**src/rtl/imm_encoder_if.sv**
```systemverilog
// Valid/ready bundle between an immediate-encoder client (master) and imm_encoder (slave).
interface imm_encoder_if;
  logic        in_valid;
  logic        in_ready;
  logic [31:0] in_imm;
  logic [2:0]  in_src;
  logic [31:0] in_base;
  logic        out_valid;
  logic        out_ready;
  logic [31:0] out_instr;
  logic [2:0]  out_err;

  modport master (
    output in_valid, in_imm, in_src, in_base, out_ready,
    input  in_ready, out_valid, out_instr, out_err
  );

  modport slave (
    input  in_valid, in_imm, in_src, in_base, out_ready,
    output in_ready, out_valid, out_instr, out_err
  );
endinterface

```
**src/rtl/imm_encoder.sv**
```systemverilog
// Packs a 32-bit immediate into instr[31:7] of a base instruction through a 2-entry output buffer.
// Optional pop statistics (cnt_ok/cnt_err) are built only when IMM_ENC_COUNT_EN is defined.
module imm_encoder #(
  parameter int COUNT_W = 16
) (
  input  logic           clk,
  input  logic           rst_n,
  imm_encoder_if.slave   bus
`ifdef IMM_ENC_COUNT_EN
  ,
  output logic [COUNT_W-1:0] cnt_ok,
  output logic [COUNT_W-1:0] cnt_err
`endif
);

  localparam logic [2:0] IMM_I = 3'd0;
  localparam logic [2:0] IMM_S = 3'd1;
  localparam logic [2:0] IMM_B = 3'd2;
  localparam logic [2:0] IMM_U = 3'd3;
  localparam logic [2:0] IMM_J = 3'd4;

  typedef enum logic [1:0] {EMPTY, ONE, TWO} occ_t;

  occ_t        occ_q, occ_d;
  logic        out_valid_q, out_valid_d;
  logic        in_ready_q, in_ready_d;
  logic [31:0] head_instr_q, head_instr_d;
  logic [2:0]  head_err_q, head_err_d;
  logic [31:0] tail_instr_q, tail_instr_d;
  logic [2:0]  tail_err_q, tail_err_d;

  logic [31:0] enc_instr;
  logic [2:0]  enc_err;
  logic [24:0] enc_field;
  logic        hi11_uniform, hi12_uniform, hi20_uniform;
  logic        push, pop;

  assign push = bus.in_valid & in_ready_q;
  assign pop  = out_valid_q & bus.out_ready;

  // An upper slice that is all-ones or all-zeros is a faithful sign extension.
  assign hi11_uniform = (&bus.in_imm[31:11]) | ~(|bus.in_imm[31:11]);
  assign hi12_uniform = (&bus.in_imm[31:12]) | ~(|bus.in_imm[31:12]);
  assign hi20_uniform = (&bus.in_imm[31:20]) | ~(|bus.in_imm[31:20]);

  always_comb begin
    enc_field = 25'd0;
    enc_err   = 3'b000;
    enc_instr = 32'd0;
    case (bus.in_src)
      IMM_I: begin
        enc_field  = {bus.in_imm[11:0], bus.in_base[19:7]};
        enc_err[0] = ~hi11_uniform;
      end
      IMM_S: begin
        enc_field  = {bus.in_imm[11:5], bus.in_base[24:12], bus.in_imm[4:0]};
        enc_err[0] = ~hi11_uniform;
      end
      IMM_B: begin
        enc_field  = {bus.in_imm[12], bus.in_imm[10:5], bus.in_base[24:12],
                      bus.in_imm[4:1], bus.in_imm[11]};
        enc_err[0] = ~hi12_uniform;
        enc_err[1] = bus.in_imm[0];
      end
      IMM_J: begin
        enc_field  = {bus.in_imm[20], bus.in_imm[10:1], bus.in_imm[11],
                      bus.in_imm[19:12], bus.in_base[11:7]};
        enc_err[0] = ~hi20_uniform;
        enc_err[1] = bus.in_imm[0];
      end
      IMM_U: begin
        enc_field  = {bus.in_imm[31:12], bus.in_base[11:7]};
        enc_err[0] = |bus.in_imm[11:0];
      end
      default: begin
        enc_err = 3'b100;
      end
    endcase
    enc_instr = enc_err[2] ? bus.in_base : {enc_field, bus.in_base[6:0]};
  end

  // Occupancy FSM; a simultaneous push and pop in ONE replaces the head in place.
  always_comb begin
    occ_d        = occ_q;
    head_instr_d = head_instr_q;
    head_err_d   = head_err_q;
    tail_instr_d = tail_instr_q;
    tail_err_d   = tail_err_q;
    case (occ_q)
      EMPTY: begin
        if (push) begin
          head_instr_d = enc_instr;
          head_err_d   = enc_err;
          occ_d        = ONE;
        end
      end
      ONE: begin
        if (push && pop) begin
          head_instr_d = enc_instr;
          head_err_d   = enc_err;
        end else if (push) begin
          tail_instr_d = enc_instr;
          tail_err_d   = enc_err;
          occ_d        = TWO;
        end else if (pop) begin
          occ_d = EMPTY;
        end
      end
      TWO: begin
        if (pop) begin
          head_instr_d = tail_instr_q;
          head_err_d   = tail_err_q;
          occ_d        = ONE;
        end
      end
      default: occ_d = EMPTY;
    endcase
    out_valid_d = (occ_d != EMPTY);
    in_ready_d  = (occ_d != TWO);
  end

  always_ff @(posedge clk or negedge rst_n) begin
    if (!rst_n) begin
      occ_q        <= EMPTY;
      out_valid_q  <= 1'b0;
      in_ready_q   <= 1'b1;
      head_instr_q <= 32'd0;
      head_err_q   <= 3'b000;
      tail_instr_q <= 32'd0;
      tail_err_q   <= 3'b000;
    end else begin
      occ_q        <= occ_d;
      out_valid_q  <= out_valid_d;
      in_ready_q   <= in_ready_d;
      head_instr_q <= head_instr_d;
      head_err_q   <= head_err_d;
      tail_instr_q <= tail_instr_d;
      tail_err_q   <= tail_err_d;
    end
  end

  assign bus.in_ready  = in_ready_q;
  assign bus.out_valid = out_valid_q;
  assign bus.out_instr = head_instr_q;
  assign bus.out_err   = head_err_q;

`ifdef IMM_ENC_COUNT_EN
  logic [COUNT_W-1:0] cnt_ok_q, cnt_ok_d;
  logic [COUNT_W-1:0] cnt_err_q, cnt_err_d;

  always_comb begin
    cnt_ok_d  = cnt_ok_q;
    cnt_err_d = cnt_err_q;
    if (pop) begin
      if (head_err_q == 3'b000) cnt_ok_d  = cnt_ok_q + 1'b1;
      else                      cnt_err_d = cnt_err_q + 1'b1;
    end
  end

  always_ff @(posedge clk or negedge rst_n) begin
    if (!rst_n) begin
      cnt_ok_q  <= '0;
      cnt_err_q <= '0;
    end else begin
      cnt_ok_q  <= cnt_ok_d;
      cnt_err_q <= cnt_err_d;
    end
  end

  assign cnt_ok  = cnt_ok_q;
  assign cnt_err = cnt_err_q;
`endif

endmodule
```
**src/flat_wrapper.sv**
```systemverilog
// flat-port wrapper written by rule: the top's interface ports become plain ports
module imm_encoder_flat 
#(
  parameter int COUNT_W = 16
)
  (clk, rst_n, bus_in_valid, bus_in_imm, bus_in_src, bus_in_base, bus_out_ready, bus_in_ready, bus_out_valid, bus_out_instr, bus_out_err);
  imm_encoder_if bus_i ();
  input  logic clk;
  input  logic rst_n;
  input wire logic [$bits(bus_i.in_valid)-1:0] bus_in_valid;
  input wire logic [$bits(bus_i.in_imm)-1:0] bus_in_imm;
  input wire logic [$bits(bus_i.in_src)-1:0] bus_in_src;
  input wire logic [$bits(bus_i.in_base)-1:0] bus_in_base;
  input wire logic [$bits(bus_i.out_ready)-1:0] bus_out_ready;
  output wire logic [$bits(bus_i.in_ready)-1:0] bus_in_ready;
  output wire logic [$bits(bus_i.out_valid)-1:0] bus_out_valid;
  output wire logic [$bits(bus_i.out_instr)-1:0] bus_out_instr;
  output wire logic [$bits(bus_i.out_err)-1:0] bus_out_err;
  assign bus_i.in_valid = bus_in_valid;
  assign bus_i.in_imm = bus_in_imm;
  assign bus_i.in_src = bus_in_src;
  assign bus_i.in_base = bus_in_base;
  assign bus_i.out_ready = bus_out_ready;
  assign bus_in_ready = bus_i.in_ready;
  assign bus_out_valid = bus_i.out_valid;
  assign bus_out_instr = bus_i.out_instr;
  assign bus_out_err = bus_i.out_err;
  imm_encoder #(.COUNT_W(COUNT_W)) u_core (.clk(clk), .rst_n(rst_n), .bus(bus_i));
endmodule
```
**config.mk**
```make
export PLATFORM = sky130hd
export DESIGN_NAME = imm_encoder_flat
export DESIGN_NICKNAME = d
export VERILOG_FILES = /design/src/rtl/imm_encoder_if.sv /design/src/rtl/imm_encoder.sv /design/src/flat_wrapper.sv
export SDC_FILE = /design/constraint.sdc
export NUM_CORES = 1
export LEC_CHECK = 0
export BUFFER_PORTS_ARGS = -buffer_cell sky130_fd_sc_hd__buf_2
export CORE_MARGIN = 3
export CORE_UTILIZATION = 25
export CTS_CLUSTER_SIZE = 28
export DETAILED_ROUTE_END_ITERATION = 16
export PLACE_DENSITY = 0.41
export SYNTH_ARGS = -nofsm -noshare
export SYNTH_HDL_FRONTEND = slang
export SYNTH_SLANG_ARGS = --single-unit
```
**constraint.sdc**
```tcl
create_clock -name clk -period 1.65 [get_ports clk]
set_input_delay 0.165 -clock clk [delete_from_list [all_inputs] [get_ports clk]]
set_output_delay 0.165 -clock clk [all_outputs]
set_load 0.01 [all_outputs]
```
==> results.ini <==
[run_status]
status=completed

[cts]
ctsLongestPathBuffers=2
htreeDepth=3
cts_root_buf=clkbuf_16
worstSkewPairLatency_ns=0.34
numCtsBuffers=9
cts_tree=yes
cts_setup_buffers=0
cts.clk_slew.worst_paths_ns=0.07
numClockSinks=74

[global_routing]
use_met2=0.218
busiest_layer=met2
grt_overflow=0
grt_pass1_vias=3790
grt_pass1_wl_um=20100
grtUsageTotal=0.143
use_met3=0.0338
antenna_found_initial=0
grtUsageMet1=0.195
grt_max_degree=36

[timing]
fmax_mhz=636
rsz0062_at_grt=true
worst_slew_pin_slew_ns=0.606
finalCritPeriodShare=0.953
tns_ns=0
maxSlewHeadroom=0.591
setup_violations=0
maxSlewViolCount=0
fin_skew_ns=0.00881
fin_crit_ns=1.57
finalHoldViolCount=0

[final_layout]
diodes=0
final_common_cell=buf_2
drive_gt1_frac=0.334
area.growth.synth_to_final_pct=33.0
layout.nets=626
final_cell_mix=106 x buf_2, 72 x dfrtp_1, 55 x o21ai_0
finalNonFillerCells=776
nFillCells=1681
final_util=0.341

[synth]
syn_area_per_cell_um2=9.36
yosys_warnings=0
seq_area_frac_synth=0.453
synth_cell_types=46
synth_nets=508
ys.flop_type=dfrtp_1
synth_edf_count=0
ys_async_sr_fraction=1.00
syn_area_um2=4090
synthCells=437
synth_seq_cells=74

[detailed_routing]
wl_um=12300
ant_nets=0
vias_per_cell=4.73
drt_iter0_drc=177
drc=0
wl_per_cell_um=15.8
vias=3669
drt_pass1_iterations=5

[setup_path]
cp.depth=4
r2r_slack_ns=0.08
critical-path-top-delay-family=flip-flops
path_class=flip-flop to flip-flop
cp.required_ns=1.88
crit_path_max_incr_delay_ns=0.53
slowest_stage=dfstp_2
crit_path_start_kind=flip-flop
endpoint=u_core.tail_instr_q[31]$_DFFE_PN0P_
timing.rr.start=u_core.bus.in_ready$_DFF_PN1_
rr_worst_depth=4
r2r-end=u_core.tail_instr_q[31]$_DFFE_PN0P_
arrival_ns=1.80
worst-path-buf-inv=1
crit_chain=and3b_2 > nand3_2 > clkinv_1 > mux2_2
startpoint=u_core.bus.in_ready$_DFF_PN1_
endpoint_kind=flip-flop
worstPathMaxFanout=7

[die]
ios=108
core_area_um2=15900
initial_core_util=0.257
die_area_um2=17900
rows=46
die_w_um=134
fp.dieH_um=134

[power]
comb_power_share=0.389
pwr-share-clk=0.245
p_sw_frac=0.354
leakage_nw=2.54
p_int_mw=5.69
p_seq_frac=0.366
p_per_area_nw_per_um2=1620
p_switching_mw=3.11
peakVddDrop_v=0.000730

[min_path]
hp-class=input pin to flip-flop
worstHoldStart=bus_in_base[6]

[placement]
dp_cells=759
gp_congestion=0.739
io_buffer_count=107
dpl.hpwl_um=9300

[flow_run]
drv_cap=0

-- state kept, by name (all words and copies together), names as in the netlist --
register,cells
u_core.bus.out_err,3
u_core.bus.out_instr,32
u_core.occ_q,2
u_core.tail_instr_q,32
u_core.tail_err_q,3
u_core.bus.in_ready,1
u_core.bus.out_valid,1
-- metal layers --
layer | part of all wire | up-vias
li1 | - | 1817
met1 | 0.49 | 1749
met2 | 0.45 | 86
met3 | 0.044 | 17
met4 | 0.022 | 0
met5 | 0 | -
-- worst min path at each step --
stage / cells after the start / end / slack (ns)
finish: 2 / u_core.tail_instr_q[6]$_DFFE_PN0P_ / 0.07
global route: 2 / u_core.tail_instr_q[3]$_DFFE_PN0P_ / 0.06
CTS: 2 / u_core.tail_instr_q[3]$_DFFE_PN0P_ / 0.05
detailed placement: 1 / u_core.bus.out_instr[18]$_DFFE_PN0P_ / 0.13
global placement: 1 / u_core.bus.out_instr[18]$_DFFE_PN0P_ / 0.13
floorplan: 0 / u_core.bus.out_err[0]$_DFFE_PN0P_ / -0.13
-- power by group through the flow --
stage / logic, mW / clock network (mW) / registers (mW)
global route: 3.87 / 2.30 / 3.34
CTS: 3.43 / 2.23 / 3.23
finish: 3.42 / 2.16 / 3.22
floorplan: 1.96 / 0 / 3.36
global placement: 3.35 / 0 / 3.23
detailed placement: 3.42 / 0 / 3.25
-- cells by family (layout without fill, tap and decap cells) --
kind of cell,after synthesis,after routing,synth area share
AOI/OAI and AO/OA,129,129,0.203
xor gates and xnor gates,2,2,0.00428
adders and majority gates,1,1,0.00245
buffers and inverters,39,162,0.0505
DFF,74,74,0.453
muxes,40,40,0.102
and+or+nand+nor,152,152,0.185
-- repair_timing --
action / in CTS / in global routing
hold endpoints to repair: 25 / 0
hold buffers: 1 / 0
cloned: 0 / 0
resized for setup: 1 / 8
setup endpoints to repair: 2 / 42
-- layout make-up --
cell class              count  area [um^2]  area share
flip-flops and latches     74         1850       0.341
clock buffers              10          239      0.0439
multi-input cells         324         2070       0.380
clock inverters             6         87.6      0.0161
inverters                   3         11.3     0.00207
repair buffers            143          910       0.167
well taps                 216          270      0.0497
-- metrics by stage --
step	setup slack (ns)	power, mW	area (um^2)	hold slack (ns)
CTS	0.0119	8.88	5400	0.0519
global route	-0.00205	9.52	5440	0.0636
detailed placement	-0.137	6.67	5060	0.135
finish	0.0769	8.80	5440	0.0705
floorplan	0.121	5.33	4090	-0.131
global placement	-0.124	6.58	5060	0.128
-- cells in the mapped netlist, types with 3 or more instances --
cell type  number  area share
a211oi_1       13       0.024
a211oi_2        4       0.012
a21o_1         13       0.024
a21oi_1        12       0.015
a31oi_1         3      0.0046
buf_2          17       0.021
buf_6           4       0.011
clkbuf_1       11       0.010
dfrtp_1        73        0.45
mux2_2         14       0.039
mux2i_1        26       0.064
nand2_1        53       0.049
nand2b_1        3      0.0046
nand3_1         3      0.0037
nand4_1         5      0.0076
nor2_1         27       0.025
nor2b_1        21       0.032
nor3_1         15       0.018
nor3b_1        10       0.018
nor4_1          8       0.012
o21ai_0        55       0.067
o22ai_1         7       0.011
o311ai_0        8       0.017
o31ai_1         6       0.011
-- worst reg2reg max path, stage by stage, from the launching register on --
cell and delay [ns]:
dfstp_2 0.53, and3b_2 0.24, nand3_2 0.14, clkinv_1 0.20, mux2_2 0.36
(Power assumes the default switching activity.)
